<file path="src/rtl/rotdec_pkg.sv">
// Shared types and rotate helpers for the rotate_decoder block.
// Optional build macro: ROTDEC_BIDIR_EN (see rotate_decoder.sv).
package rotdec_pkg;

  typedef enum logic [1:0] {
    IDLE   = 2'd0,
    SEARCH = 2'd1,
    DONE   = 2'd2
  } state_t;

  // Widest word the helpers below can rotate.
  localparam int ROT_MAX_W  = 64;
  localparam int ROT_IDX_W  = $clog2(ROT_MAX_W);

  // Rotate the low 'width' bits of word left by 'amount'; upper bits return 0.
  function automatic logic [ROT_MAX_W-1:0] rotl(input logic [ROT_MAX_W-1:0] word,
                                                input int amount, input int width);
    logic [ROT_MAX_W-1:0] r;
    int idx;
    r = '0;
    for (int i = 0; i < ROT_MAX_W; i++) begin
      if (i < width) begin
        idx = (i + amount) % width;
        r[idx[ROT_IDX_W-1:0]] = word[i];
      end
    end
    return r;
  endfunction

  // Rotate the low 'width' bits of word right by 'amount'; upper bits return 0.
  function automatic logic [ROT_MAX_W-1:0] rotr(input logic [ROT_MAX_W-1:0] word,
                                                input int amount, input int width);
    logic [ROT_MAX_W-1:0] r;
    int idx;
    r = '0;
    for (int i = 0; i < ROT_MAX_W; i++) begin
      if (i < width) begin
        idx = (i + amount) % width;
        r[i] = word[idx[ROT_IDX_W-1:0]];
      end
    end
    return r;
  endfunction

endpackage

</file>
<file path="src/rtl/rotate_decoder_rotate_unit.sv">
// rotate_unit: combinational WIDTH-bit rotator (dir 0 = left, 1 = right).
module rotate_unit
  import rotdec_pkg::*;
#(
  parameter int WIDTH = 4
) (
  input  logic [WIDTH-1:0]         d,
  input  logic [$clog2(WIDTH)-1:0] s,
  input  logic                     dir,
  output logic [WIDTH-1:0]         y
);

  logic [ROT_MAX_W-1:0] d_wide;

  assign d_wide = ROT_MAX_W'(d);

  // Select the rotate direction; only the low WIDTH bits of the helper result are meaningful.
  assign y = dir ? WIDTH'(rotr(d_wide, int'(s), WIDTH))
                 : WIDTH'(rotl(d_wide, int'(s), WIDTH));

endmodule

</file>
<file path="src/rtl/rotate_decoder.sv">
// rotate_decoder: searches for the smallest rotate amount k that maps the
// latched word d onto the latched word y, one candidate k per clock.
// Build macro ROTDEC_BIDIR_EN: also test right rotations each step and
// limit the search to k = 0..WIDTH/2 (left wins ties at equal k).
module rotate_decoder
  import rotdec_pkg::*;
#(
  parameter int WIDTH = 4
) (
  input  logic                     clk,
  input  logic                     rst,
  input  logic                     start,
  input  logic [WIDTH-1:0]         d_in,
  input  logic [WIDTH-1:0]         y_in,
  output logic                     busy,
  output logic                     done,
  output logic                     found,
  output logic [$clog2(WIDTH)-1:0] amt,
  output logic                     dir
);

  localparam int SW = $clog2(WIDTH);

`ifdef ROTDEC_BIDIR_EN
  localparam logic [SW:0] K_LAST = (SW+1)'(WIDTH / 2);
`else
  localparam logic [SW:0] K_LAST = (SW+1)'(WIDTH - 1);
`endif

  generate
    if ((WIDTH < 2) || ((WIDTH & (WIDTH - 1)) != 0) || (WIDTH > ROT_MAX_W)) begin : g_bad_width
      $error("rotate_decoder: WIDTH must be a power of two between 2 and ROT_MAX_W");
    end
  endgenerate

  state_t           state;
  logic [WIDTH-1:0] d_q;
  logic [WIDTH-1:0] y_q;
  // One extra bit so the step after the terminal count does not wrap to 0.
  logic [SW:0]      k;
  logic [WIDTH-1:0] rot_l;
  logic             match_l;
  logic             match_r;

  rotate_unit #(.WIDTH(WIDTH)) u_rot_left (
    .d  (d_q),
    .s  (k[SW-1:0]),
    .dir(1'b0),
    .y  (rot_l)
  );

  assign match_l = (rot_l == y_q);

`ifdef ROTDEC_BIDIR_EN
  logic [WIDTH-1:0] rot_r;

  rotate_unit #(.WIDTH(WIDTH)) u_rot_right (
    .d  (d_q),
    .s  (k[SW-1:0]),
    .dir(1'b1),
    .y  (rot_r)
  );

  assign match_r = (rot_r == y_q);
`else
  assign match_r = 1'b0;
`endif

  // Control FSM with registered busy/done/result outputs.
  // NOTE: every register here uses <= so all updates see pre-edge values.
  always_ff @(posedge clk or posedge rst) begin
    if (rst) begin
      state <= IDLE;
      d_q   <= '0;
      y_q   <= '0;
      k     <= '0;
      busy  <= 1'b0;
      done  <= 1'b0;
      found <= 1'b0;
      amt   <= '0;
      dir   <= 1'b0;
    end else begin
      case (state)
        IDLE: begin
          if (start) begin
            d_q   <= d_in;
            y_q   <= y_in;
            k     <= '0;
            found <= 1'b0;
            amt   <= '0;
            dir   <= 1'b0;
            busy  <= 1'b1;
            state <= SEARCH;
          end
        end
        SEARCH: begin
          k <= k + 1'b1;
          if (match_l) begin
            found <= 1'b1;
            amt   <= k[SW-1:0];
            dir   <= 1'b0;
            done  <= 1'b1;
            state <= DONE;
          end else if (match_r) begin
            found <= 1'b1;
            amt   <= k[SW-1:0];
            dir   <= 1'b1;
            done  <= 1'b1;
            state <= DONE;
          end else if (k == K_LAST) begin
            found <= 1'b0;
            amt   <= '0;
            dir   <= 1'b0;
            done  <= 1'b1;
            state <= DONE;
          end
        end
        DONE: begin
          done  <= 1'b0;
          busy  <= 1'b0;
          state <= IDLE;
        end
        default: begin
          done  <= 1'b0;
          busy  <= 1'b0;
          state <= IDLE;
        end
      endcase
    end
  end

endmodule

</file>
<file path="config.mk">
export PLATFORM = sky130hd
export DESIGN_NAME = rotate_decoder
export DESIGN_NICKNAME = d
export VERILOG_FILES = /design/src/rtl/rotdec_pkg.sv /design/src/rtl/rotate_decoder_rotate_unit.sv /design/src/rtl/rotate_decoder.sv
export SDC_FILE = /design/constraint.sdc
export NUM_CORES = 1
export LEC_CHECK = 0
export CAP_MARGIN = 5
export CORE_ASPECT_RATIO = 1.2
export CORE_MARGIN = 2
export CORE_UTILIZATION = 45
export DETAILED_ROUTE_END_ITERATION = 8
export PLACE_DENSITY = 0.67
export SLEW_MARGIN = 0
export SYNTH_ARGS = -nofsm -noshare
export SYNTH_HDL_FRONTEND = slang
export SYNTH_SLANG_ARGS = --single-unit
</file>
<file path="constraint.sdc">
create_clock -name clk -period 3.2 [get_ports clk]
set_input_delay 0.64 -clock clk [delete_from_list [all_inputs] [get_ports clk]]
set_output_delay 0.64 -clock clk [all_outputs]
set_load 0.01 [all_outputs]
</file>
==> results.cfg <==
[outcome]
outcome = finished, final reports clean

[setup_path]
crit_path_start_kind = register
crit_slowest_cell = dfrtp_1
r2r_slack_ps = 980
cp_max_fo = 8
crit_type = reg2reg
arrival_ps = 2420
cp_slowest_stage_delay_ps = 460
cp_cell_sequence = inv_1 -> ha_1 -> and2b_1 -> a211oi_1 -> xnor2_1 -> nand4_2 -> o32ai_1
cp-end-kind = register
cp.required_ps = 3400

[die]
die_w_um = 46.9
row_count = 18
start_util = 0.479
placeableCoreArea_sq_um = 2070
io_pins = 17
die-area_sq_um = 2600
die_h_um = 55.4

[yosys]
yosysUniqueCellTypes = 24
ys_warn_count = 0
synth.avg_cell_area_sq_um = 11.1
synth_edf_count = 0
seq_area_frac_synth = 0.454
syn_inst = 89
syn_area_sq_um = 992
syn_nets = 107
ys_ff_latch = 18
synth-main-ff-cell = dfrtp_1
ys_async_sr_fraction = 1.00

[power_and_ir_drop]
leakagePower_nw = 0.498
power_density_nw_per_um2 = 974
p_total_mw = 1.18
vdd_drop_max_mv = 0.616

[grt]
grt_overflow_total = 0
grt_pass1_vias = 736
grt_max_degree = 19
grt_pass1_wl_mm = 3.28
antenna_found_initial = 0
track_usage = 0.177

[placed_design]
place_ws_ps = 954
dp_cells = 133
dpl_cell_area_sq_um = 1180
dp_hpwl_mm = 1.40
place_congestion = 0.820
portBuffers = 15

[sta]
finalCriticalPeriod_ps = 2220
setup_viol = 0
fmaxAchievable_mhz = 451
fin_setup_tns_ps = 0
hold_viol_final = 0
worst_hold_slack_ps = 495
layout_setup_ws_ps = 983
skew_ps = 2.71
worstMarginPinSlew_ps = 668
slew_viol_final = 0
rsz0062_at_grt = no
relSlewSlack = 0.554
post-route-period-util = 0.693

[clock_tree]
tritoncts = done
cts_buffer_depth = 2
clk_latency_ps = 300
cts_made_buffers = 3
cts_root_buf = clkbuf_4
ctsHoldBuffers = 0
htree_levels = 1
cts_num_sinks = 18
post-cts-setup-buffers = 0
ctsResizeCount = 0
clkTransAtPathRegs_ps = 100

[detailed_routing]
vias = 702
postRouteAntennaNets = 0
wl_mm = 1.87
vias_per_cell = 5.12
wl_per_cell_um = 13.7
drtIter0Drc = 5
drc = 0
firstDrtPassIters = 4

[finish]
area.growth.synth_to_final_pct = 22.2
final_common_cell = dfrtp_1
num_antenna_cells = 0
final_cell_area_sq_um = 1210
fin_util = 0.585
final_cell_mix = 18 x dfrtp_1, 15 x clkdlybuf4s50_1, 9 x a211oi_1
fin_nets = 126
drive_gt1_frac = 0.159
instances_no_fill = 137

[min_path]
hp-class = reg2reg

[job]
cap_violations = 0
layout make-up:
class / instances / area [sq um]
clock buffer: 4 / 36.3
fill: 192 / 860
tap: 30 / 37.5
sequential: 18 / 450
inverter: 8 / 30.0
multi-input combinational: 61 / 500
timing repair buffer: 16 / 158
where the power goes:
part / leakage [nW] / switching (mW) / internal (mW)
Combinational: 0.255 / 0.292 / 0.318
Sequential: 0.222 / 0.100 / 0.328
Clock: 0.0210 / 0.0730 / 0.0695
synthesized netlist by cell type, drive strengths merged, types with 2 or more instances:
| cell type | n | area (sq um) |
|---|---|---|
| nand2 | 3 | 11.3 |
| nor3b | 5 | 42.5 |
| a211oi | 9 | 67.6 |
| a21o | 2 | 16.3 |
| nor2b | 3 | 18.8 |
| nor2 | 3 | 11.3 |
| o32ai | 2 | 17.5 |
| ha | 7 | 87.6 |
| dfrtp | 18 | 450 |
| mux2 | 8 | 90.1 |
| xnor2 | 4 | 35.0 |
| o21ai | 5 | 25.0 |
| buf | 2 | 11.3 |
| a21oi | 2 | 13.8 |
| inv | 8 | 30.0 |
| nand3b | 4 | 30.0 |
logic make-up after synthesis:
kind of cell | share of synthesized area
buf+inv | 0.0416
mux | 0.0908
compound gates | 0.151
fa+ha+maj | 0.0883
other cells | 0.00378
simple gates | 0.135
flops | 0.454
xor+xnor | 0.0353
flip-flops by register name, summed over array words and instances (netlist names):
| signal | count |
|---|---|
| amt | 2 |
| busy | 1 |
| d_q | 4 |
| done | 1 |
| found | 1 |
| k | 3 |
| state | 2 |
| y_q | 4 |
critical path: cells and delay by family (launching register included):
kind	cells	cell delay, ps
and+or+nand+nor	2	420
DFF	1	460
xor gates and xnor gates	1	180
buffers and inverters	1	110
AOI/OAI and AO/OA	2	650
adders and majority gates	1	300
final timing paths:
check                      start      to  cells past startpoint
setup reg to reg            k[0]  amt[1]                      7
setup / recovery            k[0]  amt[1]                      7
hold reg to reg             busy    busy                      1
min in group asynchronous    rst  y_q[1]                      2
hold / removal              busy    busy                      1
max in group asynchronous    rst    done                      2
layer usage:
| layer | global-route usage | routed length [um] | up-vias |
|---|---|---|---|
| met4 | 0.0833 | 47 | 0 |
| met2 | 0.249 | 905 | 12 |
| met1 | 0.262 | 871 | 335 |
| met3 | 0.0294 | 46 | 5 |
| met5 | 0 | 0 | - |
| li1 | - | - | 350 |
Note: power is estimated with default switching activity, not from simulation.
